## src/rtl/button_debounce_if.sv

```systemverilog
// Button bundle between the board-facing pins and the debouncer.
// The slave side is the debouncer, and the master side is whoever drives the raw pins.
interface button_debounce_if #(
    parameter int width_p = 3
);
    logic [width_p-1:0] button_async_unsafe_i;
    logic [width_p-1:0] button_o;
    logic [width_p-1:0] rise_o;
    logic [width_p-1:0] fall_o;

    modport master (output button_async_unsafe_i, input button_o, rise_o, fall_o);
    modport slave  (input button_async_unsafe_i, output button_o, rise_o, fall_o);
endinterface

```

## src/rtl/button_debounce.sv

```systemverilog
// Per-channel two-flop synchronizer plus stable-count debounce filter.
// BUTTON_DEBOUNCE_EDGE_EN builds registered rise/fall pulses; otherwise they are tied to 0.
module button_debounce_lane #(
    parameter int debounce_cycles_p = 120000,
    parameter int cnt_w_p           = $clog2(debounce_cycles_p + 1)
) (
    input  logic clk_i,
    input  logic reset_i,
    input  logic raw,
    output logic level,
    output logic rise,
    output logic fall
);
    localparam logic [cnt_w_p-1:0] last_c = cnt_w_p'(debounce_cycles_p - 1);

    logic               meta;
    logic               sync;
    logic [cnt_w_p-1:0] count;
    logic               differ;
    logic               accept;

    assign differ = (sync != level);
    assign accept = differ && (count == last_c);

    always_ff @(posedge clk_i or posedge reset_i) begin
        if (reset_i) begin
            meta <= 1'b0;
            sync <= 1'b0;
        end else begin
            meta <= raw;
            sync <= meta;
        end
    end

    // Any return of sync to the accepted level restarts the count, so the count never wraps.
    always_ff @(posedge clk_i or posedge reset_i) begin
        if (reset_i) begin
            count <= '0;
            level <= 1'b0;
        end else if (!differ) begin
            count <= '0;
        end else if (accept) begin
            count <= '0;
            level <= sync;
        end else begin
            count <= count + cnt_w_p'(1);
        end
    end

`ifdef BUTTON_DEBOUNCE_EDGE_EN
    // Pulses are registered on the acceptance edge, so they line up with the new level.
    always_ff @(posedge clk_i or posedge reset_i) begin
        if (reset_i) begin
            rise <= 1'b0;
            fall <= 1'b0;
        end else begin
            rise <= accept & sync;
            fall <= accept & ~sync;
        end
    end
`else
    assign rise = 1'b0;
    assign fall = 1'b0;
`endif
endmodule

module button_debounce #(
    parameter int width_p           = 3,
    parameter int debounce_cycles_p = 120000
) (
    input  logic             clk_i,
    input  logic             reset_i,
    button_debounce_if.slave bus
);
    localparam int cnt_w_c = $clog2(debounce_cycles_p + 1);

    for (genvar gi = 0; gi < width_p; gi++) begin : g_lane
        button_debounce_lane #(
            .debounce_cycles_p (debounce_cycles_p),
            .cnt_w_p           (cnt_w_c)
        ) u_lane (
            .clk_i   (clk_i),
            .reset_i (reset_i),
            .raw     (bus.button_async_unsafe_i[gi]),
            .level   (bus.button_o[gi]),
            .rise    (bus.rise_o[gi]),
            .fall    (bus.fall_o[gi])
        );
    end
endmodule

```

## src/flat_wrapper.sv

```systemverilog
// flat-port wrapper written by rule: the top's interface ports become plain ports
module button_debounce_flat 
#(
    parameter int width_p           = 3,
    parameter int debounce_cycles_p = 120000
)
  (clk_i, reset_i, bus_button_async_unsafe_i, bus_button_o, bus_rise_o, bus_fall_o);
  button_debounce_if #(.width_p(width_p)) bus_i ();
  input  logic clk_i;
  input  logic reset_i;
  input wire logic [$bits(bus_i.button_async_unsafe_i)-1:0] bus_button_async_unsafe_i;
  output wire logic [$bits(bus_i.button_o)-1:0] bus_button_o;
  output wire logic [$bits(bus_i.rise_o)-1:0] bus_rise_o;
  output wire logic [$bits(bus_i.fall_o)-1:0] bus_fall_o;
  assign bus_i.button_async_unsafe_i = bus_button_async_unsafe_i;
  assign bus_button_o = bus_i.button_o;
  assign bus_rise_o = bus_i.rise_o;
  assign bus_fall_o = bus_i.fall_o;
  button_debounce #(.width_p(width_p), .debounce_cycles_p(debounce_cycles_p)) u_core (.clk_i(clk_i), .reset_i(reset_i), .bus(bus_i));
endmodule
```

## config.mk

```make
export PLATFORM = sky130hd
export DESIGN_NAME = button_debounce_flat
export DESIGN_NICKNAME = d
export VERILOG_FILES = /design/src/rtl/button_debounce_if.sv /design/src/rtl/button_debounce.sv /design/src/flat_wrapper.sv
export SDC_FILE = /design/constraint.sdc
export NUM_CORES = 1
export LEC_CHECK = 0
export CAP_MARGIN = 5
export CORE_MARGIN = 2
export CORE_UTILIZATION = 59
export DETAILED_ROUTE_END_ITERATION = 10
export GPL_ROUTABILITY_DRIVEN = 1
export GPL_TIMING_DRIVEN = 0
export PLACE_DENSITY = 0.84
export SETUP_SLACK_MARGIN = 0.2
export SLEW_MARGIN = 20
export SYNTH_ARGS = -nofsm -noshare
export SYNTH_HDL_FRONTEND = slang
export SYNTH_SLANG_ARGS = --single-unit
```

## constraint.sdc

```tcl
create_clock -name clk_i -period 2.75 [get_ports clk_i]
set_input_delay 0.6875 -clock clk_i [delete_from_list [all_inputs] [get_ports clk_i]]
set_output_delay 0.6875 -clock clk_i [all_outputs]
set_load 0.05 [all_outputs]
```

Yosys cells after proc, flatten, opt, wreduce, memory -nomap -nowiden

Cells that the tools add are included.

Word-level logic and storage cells: 33
Bits in registers: 60
Input port bits: 5
Output and inout port bits: 9

Add/sub/neg operators: 3
Multiplexer cells: 6
Eq/ne operators: 6
Reduce and logical (&&, ||, !) cells: 6

Operators with widths:

| kind                    | number |
|---|---|
| $mux W17                | 6 |
| $add A17 B1 Y17 const B | 3 |
| $eq A17 B17 Y1 const B  | 3 |
| $reduce_and A2 Y1       | 3 |
| $logic_and A1 B1 Y1     | 3 |
| $ne A1 B1 Y1            | 3 |

Logic depth before layout (Yosys ltp)

Gate-level depths: netlist of the first run.

Depth in word-level cells: 4
Mapped depth: 6
Depth with buffers taken out: 5

Cells and area by module

From an unflattened synthesis of the first run, not the netlist that was laid out.

Cell total of the unflattened synthesis: 285
Area total of the unflattened synthesis: 2860.2 um2

By module, submodules not included:

| module               | times used | cells each | area an instance (um2) | seq. area each (um2) |
|---|---|---|---|---|
| button_debounce_lane | 3          | 95         | 953.4                  | 500.5 |

Worst setup path before layout of the first run

OpenSTA, ideal clock, no wires.

Path type: register -> register
Start point: register u_core.g_lane[1].u_lane.count[11]
End point: register u_core.g_lane[1].u_lane.level
Stages on the path, launching flop included: 4
Clock period less this slack: 1.888 ns
Arrival time: 1.763 ns
Path slack: 0.862 ns
Path buffers: 0
Required time: 2.625 ns
Setup time: 0.125 ns
Cell sequence: dfrtp_1 -> or4b_1 -> or4_4 -> mux2_4

Longest elaborated chain between the ends: 3

RTL lines:

| what                               | RTL line              | text |
|---|---|---|
| start: declaration                 | button_debounce.sv:18 | `logic [cnt_w_p-1:0] count;` |
| start signal: assignment           | button_debounce.sv:46 | `count <= count + cnt_w_p'(1);` |
| $eq A17 B17 Y1                     | button_debounce.sv:23 | `assign accept = differ && (count == last_c);` |
| $logic_and A1 B1 Y1                | button_debounce.sv:23 |  |
| $reduce_and A2 Y1 (no source line) | n/a                   |  |
| end signal: assignment             | button_debounce.sv:44 | `level <= sync;` |
| end: declaration                   | button_debounce.sv:10 | `output logic level,` |

No other way between the ends.
A chain may end at the register's enable or synchronous reset.

Final worst setup path of the first run

Start point: register u_core.g_lane[1].u_lane.level
End point: output bus_button_o[1]

RTL lines:

| what             | RTL line           | text |
|---|---|---|
| end: declaration | flat_wrapper.sv:12 | `output wire logic [$bits(bus_i.button_o)-1:0] bus_button_o;` |

No word-level cell between the ends.

==> run summary, run 1 <==
Setup repair after global routing left no endpoint under its margin. In this run the count of I/O pins placed on the die edge is 14. STA classifies the critical path endpoint as an output pin.

By instance count, the leading cell after synthesis is dfrtp_1. The number of port buffers was 7. The global-route wire length before repair is 8.38 mm, and the transition time of the tightest slew-check pin is 0.694 ns. For the share of the yosys chip area belonging to registers, the log shows 0.515. The worst reg2reg path depth was 6. Synthesis inferred 60 register bits.

The setup path with the least slack is of type flop to output pin. The repair_antennas step left the layout with diodes totalling 0. The distinct cell type count after synthesis was 38; the count of final max-slew check failures was 0. The run gives 0.540 as the proportion of power drawn by flip-flops and latches. The number of enable-type register cells in the synthesized netlist came out at 0.

The H-tree was split into 3 levels. After synthesis, the cell types taking the most area are dfrtp_1 (51%), xnor2_1 (6.9%), nor2_1 (6.8%). The cts-stage hold buffer count was 0.

The share of flip-flops with an asynchronous set or reset was 1.00. The run finished with clean final reports. Clock latency on the worst-skew pair, taken at its later pin, is 0.33 ns. Wires add up to 4.82 mm. The area fraction of the dominant cell type after synthesis was 0.515; the total count of hold-check failures in the final report was 0. The count of mapped cells out of synthesis was 286. Arrival time reported for the critical path endpoint: 1.63 ns. In this run the deepest clock path goes through 2 buffers. The global placement routability congestion is 0.817, and the count of synthesis-stage warnings from yosys is 0. The power density normalized to cell area is 517 mW/mm^2. The net switching fraction of the power was 0.232; the horizontal die dimension was 74.3 um. For the largest voltage drop on the vdd net, the log shows 308 uV.

Setup slack closes at 0.430 ns. Clock tree synthesis found a total of 60 sinks. Across all layers, the routed design uses 2,071 vias. For this run the aggregate overflow at the end of global routing stands at 0. The number of detailed-routing iterations run before antenna repair is 5, and the number of nets with antenna violations after routing is 0.

The tools report the setup clock skew after layout as 0.00460 ns. Entering global routing, the biggest net connects 61 pins. The initial cell density of the core is 0.613, and the clock transition at the register clock pins on the worst setup and hold paths after CTS is 0.06 ns.

The number of global-route vias before repair came out at 1,921. Once detailed placement completed, the half-perimeter wirelength came to 3.26 mm. The worst setup path is launched from a flop. The per-cell routed wire length is 12.7 um.

The number of filler instances in the final layout was 376; the count of final setup violators was 0. The analysis attributes to cell leakage a power of 1.37 nW. The final cycle utilization of the critical path is 0.844, and the DRC marker count from the first detailed-route iteration is 161. The endpoint required time on the critical path was 2.06 ns.

Biggest area consumer among synthesized cells: dfrtp_1. The vertical die dimension came out at 74.3 um. A synthesized cell averages 10.2 um^2.

Net switching power: 0.391 mW. TritonCTS built the clock tree. The portion of total power attributed to combinational logic came out at 0.054.

Once the clock tree was built, the setup fixing pass inserted 0 buffers. The number of maximum-capacitance constraint violations was 0; the post-synth design cell area was 0.00292 mm^2. The number of nets in the final layout was 317; the count of standard-cell rows was 25. The vias per cell was 5.45; the pre-CTS setup slack was 0.651 ns.

Synthesis-to-finish area growth: 11.8%. The post-route minimum period works out to 2.32 ns. The die area was 0.00552 mm^2; the final design area excluding fillers was 0.00326 mm^2. The tightest min-delay check is of the flop to flop type. The number of clock buffers added by TritonCTS is 9. The headroom to the max-slew limit is 0.538. The count of unresolved DRC violations after routing is 0, and the instance area after placement is 0.00309 mm^2. Ranked by instance count, the synthesized netlist is headed by dfrtp_1 (60), nor2_1 (53), xnor2_1 (23). The cell-internal power was 1.29 mW; the global router's overall resource usage was 0.202. Fraction of final layout cells sized beyond drive strength 1: 0.109. Based on the critical path, the design can be clocked at up to 431 MHz.

Post-CTS repair changed the size of 0 cells. The maximum fanout along the worst path is 3, and the placeable core region is 0.00475 mm^2. The root buffer cell chosen for the clock tree is clkbuf_8. The part of the power in the clock network is 0.406, and the initial antenna violation count is 0. The dominant register cell in the synthesized netlist is dfrtp_1. Counting instances, the worst hold path has a depth of 0.
## worst paths after layout
path,startpoint,endpoint,slack [ns]
max in group asynchronous,reset_i,u_core.g_lane[2].u_lane.count[8],1.47
min reg2reg,u_core.g_lane[0].u_lane.meta,u_core.g_lane[0].u_lane.sync,0.35
min,u_core.g_lane[0].u_lane.meta,u_core.g_lane[0].u_lane.sync,0.35
min in group asynchronous,reset_i,u_core.g_lane[0].u_lane.count[16],0.83
max reg2reg,u_core.g_lane[2].u_lane.count[0],u_core.g_lane[2].u_lane.count[10],0.64
max,u_core.g_lane[1].u_lane.level,bus_button_o[1],0.43
## worst max-delay path, cell delays in order, from the launching register on
cell and delay, ns:
dfrtp_1 0.39, buf_4 0.12, clkdlybuf4s50_1 0.79
## metal layers
layer / wire (um) / track usage / vias up
li1: - / - / 1019
met1: 2410 / 0.265 / 1000
met2: 2110 / 0.313 / 41
met3: 197 / 0.0488 / 11
met4: 110 / 0.107 / 0
met5: 0 / 0 / -
## cell families after synthesis
family | share of synthesized area
and+or+nand+nor | 0.251
DFF | 0.515
xor gates and xnor gates | 0.132
buffers and inverters | 0.0476
AOI/OAI and AO/OA | 0.0270
adders and majority gates | 0.0129
muxes | 0.0129
other | 0.00129
## sequential cells by signal, indices dropped and copies added (netlist names)
signal                      count
u_core.g_lane.u_lane.level      3
u_core.g_lane.u_lane.meta       3
u_core.g_lane.u_lane.sync       3
u_core.g_lane.u_lane.count     51
## power by group through the flow
stage / registers (mW) / logic [mW] / clock network, mW
floorplan: 0.923 / 0.0733 / 0
global placement: 0.925 / 0.0911 / 0
detailed placement: 0.926 / 0.0926 / 0
CTS: 0.910 / 0.0928 / 0.706
global route: 0.911 / 0.105 / 0.751
finish: 0.910 / 0.0911 / 0.684
## placed cells by master, fill, tap and decap left out, types with 3 or more instances in the layout
cell,n
buf_4,10
and4_1,4
clkbuf_1,9
nor4_1,8
a21oi_1,4
nor3_1,5
xor2_1,21
nand3_1,19
inv_1,6
xnor2_1,23
clkdlybuf4s50_1,7
or3_1,4
dfrtp_1,60
nand2_1,11
ha_1,3
nor2_1,53
conb_1,6
nand4_1,19
clkbuf_8,11
and3_1,3
## final cells by class
| cell class | count | area, um^2 | share of cell area |
|---|---|---|---|
| clock inverter | 2 | 10.0 | 0.00307 |
| buffer | 18 | 113 | 0.0345 |
| multi-input combinational | 206 | 1290 | 0.397 |
| inverter | 7 | 28.8 | 0.00883 |
| sequential | 60 | 1500 | 0.460 |
| tap | 67 | 83.8 | 0.0257 |
| timing repair buffer | 7 | 70.1 | 0.0215 |
| clock buffer | 13 | 159 | 0.0487 |
## metrics by stage
step | utilization | cells | hold slack [ns] | power [mW] | TNS (ns)
final | 0.686 | 380 | 0.355 | 1.69 | 0
after global routing | 0.686 | 380 | 0.369 | 1.77 | 0
after CTS | 0.686 | 380 | 0.360 | 1.71 | 0
after detailed placement | 0.650 | 365 | 0.340 | 1.02 | 0
after global placement | 0.650 | 365 | 0.334 | 1.02 | -25.27
after floorplan | - | 291 | 0.331 | 0.996 | 0
Power figures use the tool's default switching activity.
==> run 2: changes to the inputs <==
==> constraint.sdc (replaced) <==
create_clock -name clk_i -period 2.2 [get_ports clk_i]
set_input_delay 0.55 -clock clk_i [delete_from_list [all_inputs] [get_ports clk_i]]
set_output_delay 0.55 -clock clk_i [all_outputs]
set_load 0.05 [all_outputs]
==> run summary, run 2 (synthesis results as in run 1) <==
u_core.g_lane.u_lane.count holds more flip-flops than any other register. The critical path is of the flop to output pin type. The logs give 0.34 ns for the clock latency on the worst-skew pair and 0 for the count of unresolved DRC violations after routing. Cell with the largest stage delay on the worst path: dlygate4sd2_1.

Data on the critical path is required at its endpoint by 1.65 ns. The number of global-route vias before repair is 2,067, and the peak clock frequency supported by timing is 523 MHz. 0 antenna diodes ended up in the layout. Summing all placed instances gives a cell area of 0.00311 mm^2. Summed over all nets, wire length on met2 after detailed routing comes to 2.56 mm. The total count of hold-check failures in the final report is 0, and the count of final max-slew check failures is 0. TritonCTS created 9 clock buffers. The multi-input combinational cells in the finished layout cover a total of 0.00131 mm^2. TritonCTS built the clock tree. Summing over every cut layer, the via total after detailed routing is 2,112. The per-cell routed wire length was 13.8 um; the power density normalized to cell area was 698 mW/mm^2. Across the VDD grid, the largest voltage drop is 547 uV.

Worst-case hold slack: 0.351 ns. The HPWL after detailed placement is 3.45 mm. The routed metal-1 wirelength was 2.49 mm.

The run gives 4 as the number of detailed-routing iterations run before antenna repair. The most common library cell in the layout ignoring fill and taps is dfrtp_1. Along the worst path, the maximum fanout reaches 3. Setup repair after global routing left no endpoint under its margin.

Signal routing reaches up to met4. For the worst setup path, the data arrival time is 1.36 ns. The floorplan step defined a die boundary enclosing 0.00552 mm^2. CTS saw 60 sinks. The number of port buffers is 7, and the number of nets with antenna violations after routing is 0. Clock tree synthesis selected as its root buffer the cell clkbuf_8.

For this block, the routed nets add up to 5.35 mm of wire. The flow ran to the end, and the final reports show no timing, DRC or antenna violations. STA classifies the critical path startpoint as a flop.

The worst path needs 1.91 ns of the cycle, external delays included. At the pin with the least slew margin, the transition time is 0.638 ns. The vertical die dimension was 74.3 um. The cts-stage hold buffer count is 0. The library cells used most frequently in the layout, excluding fill and tap cells, are dfrtp_1 (60), nor2_1 (53), xnor2_1 (23). The setup clock skew after layout is 0.00755 ns, and the global placement routability congestion is 0.882.

For the DRC marker count from the first detailed-route iteration, the log shows 141. The run gives 1.46 nW as the reported leakage power. The die is 74.3 um wide. The global router's overall resource usage is 0.218. The path class of the tightest hold or removal check is flop to flop. The initialized floorplan defines 25 standard-cell rows. Across the run, the number of max-cap violations was 0.

The initial cell density of the core is 0.613, and the global-route wire length before repair is 9.03 mm. The buffer depth of the longest clock path was 2; the count of final setup violators was 0. The total I/O pin count came out at 14. The final cycle utilization of the critical path was 0.869. On the worst path, the slowest cell contributes a delay of 0.51 ns. The run gives 36 as the maximum number of pins on one net before global-route repair. The headroom to the max-slew limit came out at 0.571.

Clock-pin slew was measured on the worst setup and hold paths at 0.07 ns. The fraction of final layout cells sized beyond drive strength 1 is 0.149. Traced cell by cell, the critical path runs through buf_4, dlygate4sd2_1. Relative to the synthesized area, the layout overhead comes to 16.5%. The clock tree synthesis step divided the H-tree into 3 levels.

Detailed routing placed a total of 192 um of wire on met3. Once layout is done, the placed cells without fillers occupy 0.00340 mm^2. The number of filler instances in the final layout is 347, and the vias per cell is 5.43. Summing all flip-flop and latch instances after layout gives 0.00150 mm^2.

The total area inside the core boundary comes to 0.00475 mm^2. For the initial antenna violation count, the log shows 0. The global route total overflow was 0. The number of flip-flops under the largest register name was 51. For the final total negative setup slack, the log shows 0 ns. The worst setup path is captured at an output pin. The final layout contains 325 nets.
-- run 2: changes by cell type in the layout (fill, tap and decap cells not counted), sizes merged --
cell,previous run,this run
buf,11,19
bufinv,0,2
clkbuf,20,16
clkdlybuf4s50,7,4
clkinvlp,0,2
dlygate4sd2,0,3
inv,7,8
-- run 2: worst paths after layout --
check | from | end | slack, ns | cells after the start
setup / recovery | u_core.g_lane[1].u_lane.level | bus_button_o[1] | 0.29 | 2
hold / removal | u_core.g_lane[0].u_lane.meta | u_core.g_lane[0].u_lane.sync | 0.35 | 0
setup reg to reg | u_core.g_lane[0].u_lane.count[8] | u_core.g_lane[0].u_lane.level | 0.31 | 3
hold reg to reg | u_core.g_lane[0].u_lane.meta | u_core.g_lane[0].u_lane.sync | 0.35 | 0
max in group asynchronous | reset_i | u_core.g_lane[1].u_lane.count[11] | 1.03 | 3
min in group asynchronous | reset_i | u_core.g_lane[2].u_lane.level | 0.61 | 2
-- run 2: per-layer routing --
| layer | vias to the layer above | GRT usage |
|---|---|---|
| met2 | 43 | 0.353 |
| li1 | 1031 | - |
| met4 | 0 | 0.107 |
| met1 | 1028 | 0.284 |
| met3 | 10 | 0.0407 |
| met5 | - | 0 |
-- run 2: where the power goes --
part	switching, mW	internal (mW)
Sequential	0.0146	1.12
Clock	0.464	0.645
Combinational	0.0823	0.0442
-- run 2: critical path: cells and delay by family (launching register included) --
kind     cells  cell delay [ns]
flops        1             0.39
buf+inv      2             0.63
-- run 2: what timing repair did --
action	4_1_cts	5_1_grt
pin swaps	1	1
buffers inserted	1	6
gates cloned	0	0
gates resized for setup	5	3
endpoints found under the setup margin	23	21
-- run 2: area by class of cell --
class,count,share of cell area
Buffer,18,0.0339
Tap cell,67,0.0247
Timing Repair Buffer,15,0.0409
Inverter,7,0.00884
Clock buffer,9,0.0365
Clock inverter,7,0.0291
Sequential cell,60,0.442
Multi-Input combinational cell,206,0.384
-- run 2: stage by stage --
stage          utilization  std cells  power (mW)  setup slack, ns
2_1_floorplan            -        291        1.25            0.312
3_3_place_gp         0.651        365        1.27            0.101
3_5_place_dp         0.655        366        1.28            0.100
4_1_cts              0.703        383        2.39            0.219
5_1_grt              0.715        389        2.45            0.216
6_report             0.715        389        2.37            0.288
